`src/rtl/config_chain_readback_if.sv`:
```
// Word handshake bundle for configuration chain readback.
// Master produces packed words, slave consumes them.
interface config_chain_readback_if #(
    parameter int WORD_W = 8
);
    logic [WORD_W-1:0] WORD_OUT;
    logic              WORD_VALID;
    logic              WORD_READY;
    logic              WORD_LAST;

    modport master (
        output WORD_OUT,
        output WORD_VALID,
        output WORD_LAST,
        input  WORD_READY
    );

    modport slave (
        input  WORD_OUT,
        input  WORD_VALID,
        input  WORD_LAST,
        output WORD_READY
    );
endinterface

```
`src/rtl/config_chain_readback.sv`:
```
// Serial configuration chain readback: shifts the chain, samples its tail
// and packs the bits into words, optionally recirculating tail to head.
module config_chain_readback #(
    parameter int WORD_W    = 8,
    parameter int CHAIN_LEN = 64
) (
    input  logic CLK,
    input  logic RESET,
    input  logic START,
    input  logic RECIRC,
    input  logic CHAIN_TAIL,
    output logic SCAN_EN,
    output logic SHIFT_EN,
    output logic CHAIN_HEAD,
    output logic BUSY,
    output logic DONE,
    config_chain_readback_if.master WORD
);
    localparam int CNT_W = $clog2(CHAIN_LEN + 1);
    localparam int WC_W  = (WORD_W > 1) ? $clog2(WORD_W) : 1;

    typedef enum logic [1:0] {
        ST_IDLE,
        ST_SHIFT,
        ST_DRAIN,
        ST_DONE
    } state_t;

    state_t            state, state_nx;
    logic [CNT_W-1:0]  bit_cnt;
    logic [WC_W-1:0]   wrd_cnt;
    logic [WORD_W-1:0] sreg, sreg_nx, word_q;
    logic              valid_q, last_q, recirc_q;
    logic              last_bit, word_end, stall, accept;

    assign last_bit = bit_cnt == CNT_W'(CHAIN_LEN - 1);
    assign word_end = (wrd_cnt == WC_W'(WORD_W - 1)) || last_bit;
    assign accept   = valid_q && WORD.WORD_READY;
    assign stall    = word_end && valid_q && !WORD.WORD_READY;

    // Reset gates the shift so an aborted readback leaves the chain
    // exactly where the last sampled bit put it.
    assign SHIFT_EN   = (state == ST_SHIFT) && !stall && !RESET;
    assign SCAN_EN    = (state == ST_SHIFT) || (state == ST_DRAIN);
    assign CHAIN_HEAD = recirc_q ? CHAIN_TAIL : 1'b0;
    assign BUSY       = state != ST_IDLE;
    assign DONE       = state == ST_DONE;

    assign WORD.WORD_OUT   = word_q;
    assign WORD.WORD_VALID = valid_q;
    assign WORD.WORD_LAST  = last_q;

    always_comb begin
        sreg_nx          = sreg;
        sreg_nx[wrd_cnt] = CHAIN_TAIL;
    end

    always_comb begin
        state_nx = state;
        case (state)
            ST_IDLE:  if (START) state_nx = ST_SHIFT;
            ST_SHIFT: if (SHIFT_EN && last_bit) state_nx = ST_DRAIN;
            ST_DRAIN: if (accept) state_nx = ST_DONE;
            ST_DONE:  state_nx = ST_IDLE;
            default:  state_nx = ST_IDLE;
        endcase
    end

    always_ff @(posedge CLK) begin
        if (RESET) begin
            state    <= ST_IDLE;
            bit_cnt  <= '0;
            wrd_cnt  <= '0;
            sreg     <= '0;
            word_q   <= '0;
            valid_q  <= 1'b0;
            last_q   <= 1'b0;
            recirc_q <= 1'b0;
        end else begin
            state <= state_nx;
            if (state == ST_IDLE && START) begin
                bit_cnt  <= '0;
                wrd_cnt  <= '0;
                sreg     <= '0;
                recirc_q <= RECIRC;
            end
            if (accept) begin
                valid_q <= 1'b0;
                last_q  <= 1'b0;
            end
            // A word load on the same edge as an accept overrides the clear.
            if (SHIFT_EN) begin
                bit_cnt <= bit_cnt + CNT_W'(1);
                if (word_end) begin
                    word_q  <= sreg_nx;
                    valid_q <= 1'b1;
                    last_q  <= last_bit;
                    wrd_cnt <= '0;
                    sreg    <= '0;
                end else begin
                    wrd_cnt <= wrd_cnt + WC_W'(1);
                    sreg    <= sreg_nx;
                end
            end
        end
    end
endmodule

```
`src/flat_wrapper.sv`:
```
// flat-port wrapper written by rule: the top's interface ports become plain ports
module config_chain_readback_flat 
#(
    parameter int WORD_W    = 8,
    parameter int CHAIN_LEN = 64
)
  (CLK, RESET, START, RECIRC, CHAIN_TAIL, SCAN_EN, SHIFT_EN, CHAIN_HEAD, BUSY, DONE, WORD_WORD_OUT, WORD_WORD_VALID, WORD_WORD_LAST, WORD_WORD_READY);
  config_chain_readback_if #(.WORD_W(WORD_W)) WORD_i ();
  input  logic CLK;
  input  logic RESET;
  input  logic START;
  input  logic RECIRC;
  input  logic CHAIN_TAIL;
  output logic SCAN_EN;
  output logic SHIFT_EN;
  output logic CHAIN_HEAD;
  output logic BUSY;
  output logic DONE;
  output wire logic [$bits(WORD_i.WORD_OUT)-1:0] WORD_WORD_OUT;
  output wire logic [$bits(WORD_i.WORD_VALID)-1:0] WORD_WORD_VALID;
  output wire logic [$bits(WORD_i.WORD_LAST)-1:0] WORD_WORD_LAST;
  input wire logic [$bits(WORD_i.WORD_READY)-1:0] WORD_WORD_READY;
  assign WORD_WORD_OUT = WORD_i.WORD_OUT;
  assign WORD_WORD_VALID = WORD_i.WORD_VALID;
  assign WORD_WORD_LAST = WORD_i.WORD_LAST;
  assign WORD_i.WORD_READY = WORD_WORD_READY;
  config_chain_readback #(.WORD_W(WORD_W), .CHAIN_LEN(CHAIN_LEN)) u_core (.CLK(CLK), .RESET(RESET), .START(START), .RECIRC(RECIRC), .CHAIN_TAIL(CHAIN_TAIL), .SCAN_EN(SCAN_EN), .SHIFT_EN(SHIFT_EN), .CHAIN_HEAD(CHAIN_HEAD), .BUSY(BUSY), .DONE(DONE), .WORD(WORD_i));
endmodule
```
`config.mk`:
```
export PLATFORM = sky130hd
export DESIGN_NAME = config_chain_readback_flat
export DESIGN_NICKNAME = d
export VERILOG_FILES = /design/src/rtl/config_chain_readback_if.sv /design/src/rtl/config_chain_readback.sv /design/src/flat_wrapper.sv
export SDC_FILE = /design/constraint.sdc
export NUM_CORES = 1
export LEC_CHECK = 0
export CORE_AREA = 4 4 60 62
export DETAILED_ROUTE_END_ITERATION = 7
export DIE_AREA = 0 0 64 66
export PLACE_DENSITY = 0.85
export REMOVE_ABC_BUFFERS = 1
export SYNTH_ARGS = -nofsm -noshare
export SYNTH_HDL_FRONTEND = slang
export SYNTH_SLANG_ARGS = --single-unit
export TNS_END_PERCENT = 1
```
`constraint.sdc`:
```
create_clock -name CLK -period 5.5 [get_ports CLK]
set_clock_uncertainty 0.2 [all_clocks]
set_input_delay 0.825 -clock CLK [delete_from_list [all_inputs] [get_ports CLK]]
set_output_delay 0.825 -clock CLK [all_outputs]
set_load 0.01 [all_outputs]
```
-- Word level (Yosys, flattened, before mapping)
Index checks and enable logic that the tools add are counted.
- add/sub/neg operators: 2
- magnitude comparators: 2
- equal/unequal tests: 8
- multiplexer cells: 22
- reduce and logical (&&, ||, !) cells: 18
- operators with widths (operator ; number):
    $mux 8 ; 3
    $mux 7 ; 2
    $mux 3 ; 3
    $bwmux 8 ; 1
    $logic_and 1x1->1 ; 8
    $mux 1 ; 8
    $pmux 2 s4 ; 1
    $add 7x1->7 const B ; 1
    $eq 7x6->1 const B ; 1
    $mux 2 ; 3
    $eq 2x2->1 const B ; 2
    $lt 3x4->1 const B ; 1
    $ne 2x2->1 const B ; 2
    $reduce_bool 2->1 ; 2
    $add 3x1->3 const B ; 1
    $demux 1 s3 ; 1
    $eq 3x3->1 const B ; 1
    $ge 3x1->1 const B ; 1
    $logic_not 1->1 ; 3
    $reduce_and 3->1 ; 1
    $eq 2x1->1 const B ; 1
    $logic_not 2->1 ; 1
    $logic_or 1x1->1 ; 2
    $ne 2x1->1 const B ; 1
    $reduce_and 2->1 ; 1
- flip-flop bits (word level): 31
- input port bits: 6
- output and inout port bits: 15
- logic and storage cells: 60

-- Logic depth before layout (Yosys ltp)
Gate-level depths: netlist of run 1.
- depth in word-level cells: 10
- mapped depth: 9
- mapped depth without buffers: 6

-- Least setup slack after synthesis of run 1
Ideal clock, no wire load.
- path type: input -> output
- start point: input port WORD_WORD_READY
- end point: output port SHIFT_EN
- arrival: 1.452 ns
- required time: 4.475 ns
- path slack: 3.023 ns
- stages: 3
- buffers on the path: 0
- cell sequence: nand4bb_1 > o211ai_4 > inv_1
- longest elaborated chain between the ends: 5
- RTL lines (element ; line ; source):
    start: declaration ; flat_wrapper.sv:22 ; input wire logic [$bits(WORD_i.WORD_READY)-1:0] WORD_WORD_READY;
    $logic_not 1->1 ; config_chain_readback.sv:39 ; assign stall = word_end && valid_q && !WORD.WORD_READY;
    $logic_and 1x1->1 ; config_chain_readback.sv:39 ;
    $logic_not 1->1 ; config_chain_readback.sv:43 ; assign SHIFT_EN = (state == ST_SHIFT) && !stall && !RESET;
    $logic_and 1x1->1 (2 in series) ; config_chain_readback.sv:43 ;
    end: declaration ; flat_wrapper.sv:15 ; output logic SHIFT_EN;
No other way between the ends.

-- Worst setup path in the final report of run 1
- start point: input port RESET
- end point: output port SHIFT_EN
- longest elaborated chain between the ends: 2
- RTL lines (element ; line ; source):
    start: declaration ; flat_wrapper.sv:10 ; input logic RESET;
    $logic_not 1->1 ; config_chain_readback.sv:43 ;
    $logic_and 1x1->1 ; config_chain_readback.sv:43 ;
No other way between the ends.

==> results of run 1 <==
==> routing by layer <==
layer / wire, microns / part of all wire / track usage / vias up
met1: 1457 / 0.46 / 0.1987 / 603
met5: 0 / 0 / 0 / -
met2: 1475 / 0.46 / 0.2800 / 37
met4: 61 / 0.019 / 0.07817 / 0
met3: 183 / 0.058 / 0.05782 / 7
li1: - / - / - / 640
==> registers in the layout, summed over array words and instances (netlist names) <==
name                    flops
u_core.WORD.WORD_VALID      1
u_core.wrd_cnt              3
u_core.recirc_q             1
u_core.state                2
u_core.WORD.WORD_OUT        8
u_core.bit_cnt              7
u_core.WORD.WORD_LAST       1
u_core.sreg                 8
==> where the power goes <==
part | total, mW | switching (mW) | leakage, nW | internal (mW)
Sequential | 0.263 | 0.0220 | 0.251 | 0.241
Combinational | 0.172 | 0.0995 | 0.412 | 0.0722
Clock | 0.152 | 0.0764 | 0.0386 | 0.0752
==> final cells by class <==
type	count	area, sq um	share of cell area
clock buffers	8	68.82	0.03747
inverters	6	22.52	0.01226
multi-input cells	120	862.1	0.4693
flip-flops and latches	31	620.6	0.3379
well taps	44	55.05	0.02997
repair buffers	21	207.7	0.1131
==> critical path, stage by stage <==
cell	delay, ps
clkdlybuf4s50_1	400
buf_4	200
nor2b_1	490
o211ai_4	240
inv_1	150
clkdlybuf4s50_1	540
==> Yosys cell counts (2+ instances only) <==
master and number:
nand2b_1 2, o21ai_0 13, mux2i_1 9, and2_1 2, nor2_1 7, nand2_1 11, o2bb2ai_1 9, a211o_2 3
nor2b_1 4, dfxtp_1 31, buf_2 4, nand3b_1 3, a32o_1 2, nand3_1 6, nor3b_1 4, a21oi_1 10
inv_1 6, nor3_1 3, ha_1 8, or3_1 7, clkbuf_1 5, o41ai_1 2
==> worst max path at each step <==
stage / from / cells after the start / endpoint / slack (ps)
after floorplan: RESET / 3 / SHIFT_EN / 2920
after global placement: RESET / 6 / SHIFT_EN / 1720
after detailed placement: RESET / 6 / SHIFT_EN / 1620
after CTS: RESET / 6 / SHIFT_EN / 1620
after global routing: RESET / 6 / SHIFT_EN / 1470
final: RESET / 6 / SHIFT_EN / 1610
==> placed cells by master, fill, tap and decap left out, types with 2 or more instances in the layout <==
cell              n
clkdlybuf4s50_1  20
nand3b_1          3
dfxtp_1          31
nand2_1          11
a21oi_1          10
a211o_2           3
nand3_1           6
o41ai_1           2
ha_1              8
o21ai_0          13
nor3b_1           4
and2_1            2
a32o_1            2
o2bb2ai_1         9
clkbuf_8          2
clkbuf_4          5
or3_1             7
nor2_1            7
mux2i_1           9
nand2b_1          2
inv_1             6
nor3_1            3
nor2b_1           4
==> kinds of logic after synthesis <==
logic type / Yosys count / synth area share
buffers and inverters: 17 / 0.05878
adder cells (fa/ha/maj): 8 / 0.06355
multiplexers: 10 / 0.06434
AO/OA/AOI/OAI: 45 / 0.2065
AND/OR/NAND/NOR: 56 / 0.2073
XOR/XNOR: 1 / 0.005561
flip-flops: 31 / 0.3940
==> metrics by stage <==
stage	hold slack, ps	setup WS, ps	utilization	instances	instance area (sq um)
3_5_place_dp	247.4	1621	0.5839	222	1768
5_1_grt	293.2	1475	0.6066	230	1837
6_report	261.0	1615	0.6066	230	1837
2_1_floorplan	225.7	2921	-	157	1505
3_3_place_gp	243.4	1718	0.5839	222	1768
4_1_cts	263.1	1625	0.6066	230	1837
==> out/results.ini, run 1 <==
[run_status]
status = completed

[global_route]
antenna_found_initial = 0
grt_max_degree = 21
grt_util_all_layers = 0.1702
grt_first_pass_wirelength_microns = 5575
gr-total-overflow = 0
grt_pass1_vias = 1221

[routing]
firstDrtPassIters = 4
wl_microns = 3178
drc_errors = 0
viasPerCell = 5.596
wl_per_cell_microns = 13.82
vias = 1287
ant_nets = 0
dr.first_iter.drc_count = 66

[power_and_ir_drop]
p_leak_nw = 0.7008
ir_drop_uv = 181.2
finalPower_uw = 586.7
cellPowerDensity_nw_per_um2 = 319.4

[timing]
layout_min_cycle_time_ps = 3885
rsz0062_at_grt = no
relSlewSlack = 0.5943
tns_ps = 0
final_hold_viol_count = 0
tightest_slew_ps = 608.6
maxSlewViolCount = 0
setup_viol = 0
fin_crit_sh = 0.7064
fmax_mhz = 257.4

[floorplan]
die_w_microns = 64
dieArea_sq_um = 4224
core-area_sq_um = 3028
rows = 20
num_io_pins = 21
die_h_microns = 66
start_util = 0.5202

[cts]
cts-buffers-inserted = 5
clock-sinks = 31
htreeDepth = 2
clock_path_buffers = 2
clk_pin_slew_ps = 90
cts_tree = built
cts_hold_buffers = 0
worstSkewPairLatency_ps = 330
cts_root_buffer = clkbuf_4
cts_setup_buffers = 0
ctsResizeCount = 0

[worst_hold_path]
hold_end = u_core.recirc_q
holdPathStages = 2
worstHoldStart = u_core.recirc_q
min_path_type = reg -> reg

[setup_path]
critical_path_arrival_ps = 2860
critical_path_class = in -> out
cp_max_fo = 20
regToRegEndpoint = u_core.bit_cnt[6]
critPathLaunchType = primary input
r2r_slack_ps = 2970
reg2reg_depth = 6
critPathCaptureType = output pin
r2r_start = u_core.state[1]
required_ps = 4470

[synthesis]
synth_edf_count = 0
yosysSeqAreaShare = 0.3940
yosysUniqueCellTypes = 39
netlist_instances = 168
yosys_warnings = 0
synth-async-reset-ratio = 0
synth_area_sq_um = 1575
ys_ff_latch = 31
synthFlopType = dfxtp_1
synth_top_area_share = 0.3940
syn_avg_cell_area_sq_um = 9.377
synth.area.top_cells = dfxtp_1, ha_1, mux2i_1
yosys.area.top_type = dfxtp_1

[flow_run]
cap_violations = 0

[final_layout]
nNetsFinal = 199
num_antenna_cells = 0
layout-drive-gt1-share = 0.1022
area_growth_pct = 16.60
nFillCells = 261

[place]
dpl.hpwl_microns = 2240
place.port_buffers = 20
gp_congestion = 0.8803

No activity file was read; power rests on OpenSTA's default activity.
==> inputs of run 2 (changes only) <==
==> constraint.sdc (replaced) <==
create_clock -name CLK -period 4 [get_ports CLK]
set_clock_uncertainty 0.2 [all_clocks]
set_input_delay 0.6 -clock CLK [delete_from_list [all_inputs] [get_ports CLK]]
set_output_delay 0.6 -clock CLK [all_outputs]
set_load 0.01 [all_outputs]
==> run 2 against run 1 <==
Power grew 37%. Via count shrank 1.0%. Sequential power grew 38%. Clock-buffer cell count is the same.
==> out/results.ini, run 2 (synthesized netlist as in run 1, its figures left out) <==
[worst_hold_path]
min_path_type = reg -> reg  ; unchanged

[cts]
cts_hold_buffers = 0  ; unchanged
clock_path_buffers = 2  ; unchanged
htreeDepth = 2  ; unchanged
cts_root_buffer = clkbuf_4  ; unchanged
clock-sinks = 31  ; unchanged
ctsResizeCount = 0  ; unchanged
worstSkewPairLatency_ps = 330  ; about the same
cts_tree = built  ; unchanged
clk_pin_slew_ps = 90  ; about the same
cts_setup_buffers = 0  ; unchanged
cts-buffers-inserted = 5  ; unchanged

[global_route]
grt_max_degree = 20  ; was 21
grt_pass1_vias = 1229  ; was 1,221
grt_first_pass_wirelength_microns = 5264  ; was 5575 microns
gr-total-overflow = 0  ; unchanged
antenna_found_initial = 0  ; unchanged
grt_util_all_layers = 0.1598  ; was 0.1702

[floorplan]
dieArea_sq_um = 4224  ; unchanged
core-area_sq_um = 3028  ; unchanged
start_util = 0.5202  ; unchanged
die_w_microns = 64  ; unchanged
num_io_pins = 21  ; unchanged
die_h_microns = 66  ; unchanged
rows = 20  ; unchanged

[routing]
drc_errors = 0  ; unchanged
viasPerCell = 5.515  ; was 5.596
vias = 1274  ; was 1,287
wl_met1_microns = 1486  ; was 1457 microns
ant_nets = 0  ; unchanged
wl_per_cell_microns = 13.48  ; was 13.82 microns
wl_microns = 3115  ; was 3178 microns
top_layer = met4  ; unchanged
dr.first_iter.drc_count = 49  ; was 66
wl_met3_microns = 150  ; was 183 microns
firstDrtPassIters = 4  ; unchanged
met2_length_microns = 1411  ; was 1475 microns

[timing]
setup_viol = 0  ; unchanged
tightest_slew_ps = 609.0  ; was 608.6 ps
final_hold_viol_count = 0  ; unchanged
layout_min_cycle_time_ps = 3081
fin_ws_ps = 919.1  ; was 1615 ps
tns_ps = 0  ; unchanged
fmax_mhz = 324.6
relSlewSlack = 0.5940  ; was 0.5943
fin_crit_sh = 0.7702
rsz0062_at_grt = no  ; unchanged
maxSlewViolCount = 0  ; unchanged

[setup_path]
cp_max_fo = 11  ; was 20
critPathLaunchType = flop  ; was primary input
critical_path_arrival_ps = 2280  ; was 2860 ps
critPathCaptureType = output pin  ; unchanged
critical_path_class = reg -> out  ; was in -> out
required_ps = 3200  ; was 4470 ps

[power_and_ir_drop]
ir_drop_uv = 338.5  ; was 181.2 uV
power.net_switching_uw = 268.3  ; was 198.0 uW
finalPower_uw = 805.4  ; was 586.7 uW
power_switching_share = 0.3331  ; was 0.3374
p_int_uw = 537.1  ; was 388.7 uW
combPwrFrac = 0.292  ; was 0.293
cellPowerDensity_nw_per_um2 = 436.7  ; was 319.4 nW/um^2
seqPwrFrac = 0.449  ; about the same
p_leak_nw = 0.7062  ; was 0.7008 nW
clockPowerShare = 0.259  ; was 0.258

[place]
dpl.hpwl_microns = 2185  ; was 2240 microns
gp_congestion = 0.8508  ; was 0.8803
place.port_buffers = 20  ; unchanged
dpl_cell_area_sq_um = 1775  ; was 1768 sq um
place_ws_ps = 930.5  ; was 1621 ps
dp.cells = 223  ; was 222

[flow_run]
cap_violations = 0  ; unchanged

[final_layout]
fin_cells = 231  ; was 230
layout_commonest_cell = dfxtp_1  ; unchanged
layout-drive-gt1-share = 0.1070  ; was 0.1022
area_growth_pct = 17.08  ; was 16.60%
nNetsFinal = 200  ; was 199
num_antenna_cells = 0  ; unchanged
fin_area_sq_um = 1844  ; was 1837 sq um
final_cell_mix = dfxtp_1, clkdlybuf4s50_1, o21ai_0  ; unchanged

[run_status]
status = completed  ; unchanged

[run 2: changes by cell type in the layout (fill, tap and decap cells not counted)]
cell	change
buf_4	+1
[run 2: per-layer routing]
layer	global-route usage	vias to the layer above
met4	0.07278	0
li1	-	651
met1	0.1854	584
met5	0	-
met3	0.06122	8
met2	0.2594	31
[run 2: final cells by class]
class                      instances  area (sq um)
clock buffer                       8         68.82
fill                             278          1184
inverter                           6         22.52
multi-input combinational        120         862.1
sequential                        31         620.6
tap                               44         55.05
timing repair buffer              22         215.2
[run 2: power by group through the flow]
stage	Clock, mW	Combinational, mW	Sequential [mW]
detailed placement	0	0.235	0.368
global route	0.230	0.267	0.365
floorplan	0	0.149	0.360
finish	0.209	0.235	0.362
global placement	0	0.224	0.366
CTS	0.216	0.237	0.361
[run 2: stage by stage]
step,hold slack (ps),util
after floorplan,225.7,-
after global placement,243.9,0.5864
after detailed placement,245.8,0.5864
after CTS,273.2,0.6091
after global routing,289.5,0.6091
final,267.6,0.6091
[run 2: path summary, 6_finish.rpt]
check,startpoint,to,slack [ps],depth (start not counted)
hold reg to reg,u_core.recirc_q,u_core.recirc_q,270,2
hold / removal,u_core.recirc_q,u_core.recirc_q,270,2
setup reg to reg,u_core.wrd_cnt[0],u_core.bit_cnt[0],1560,6
setup / recovery,u_core.wrd_cnt[0],SHIFT_EN,920,6
[run 2: critical path: stages, from the launching register on]
cell and delay, ps:
dfxtp_1 560, ha_1 230, ha_1 210, nand3b_1 150, o211ai_4 180, inv_1 120
clkdlybuf4s50_1 490
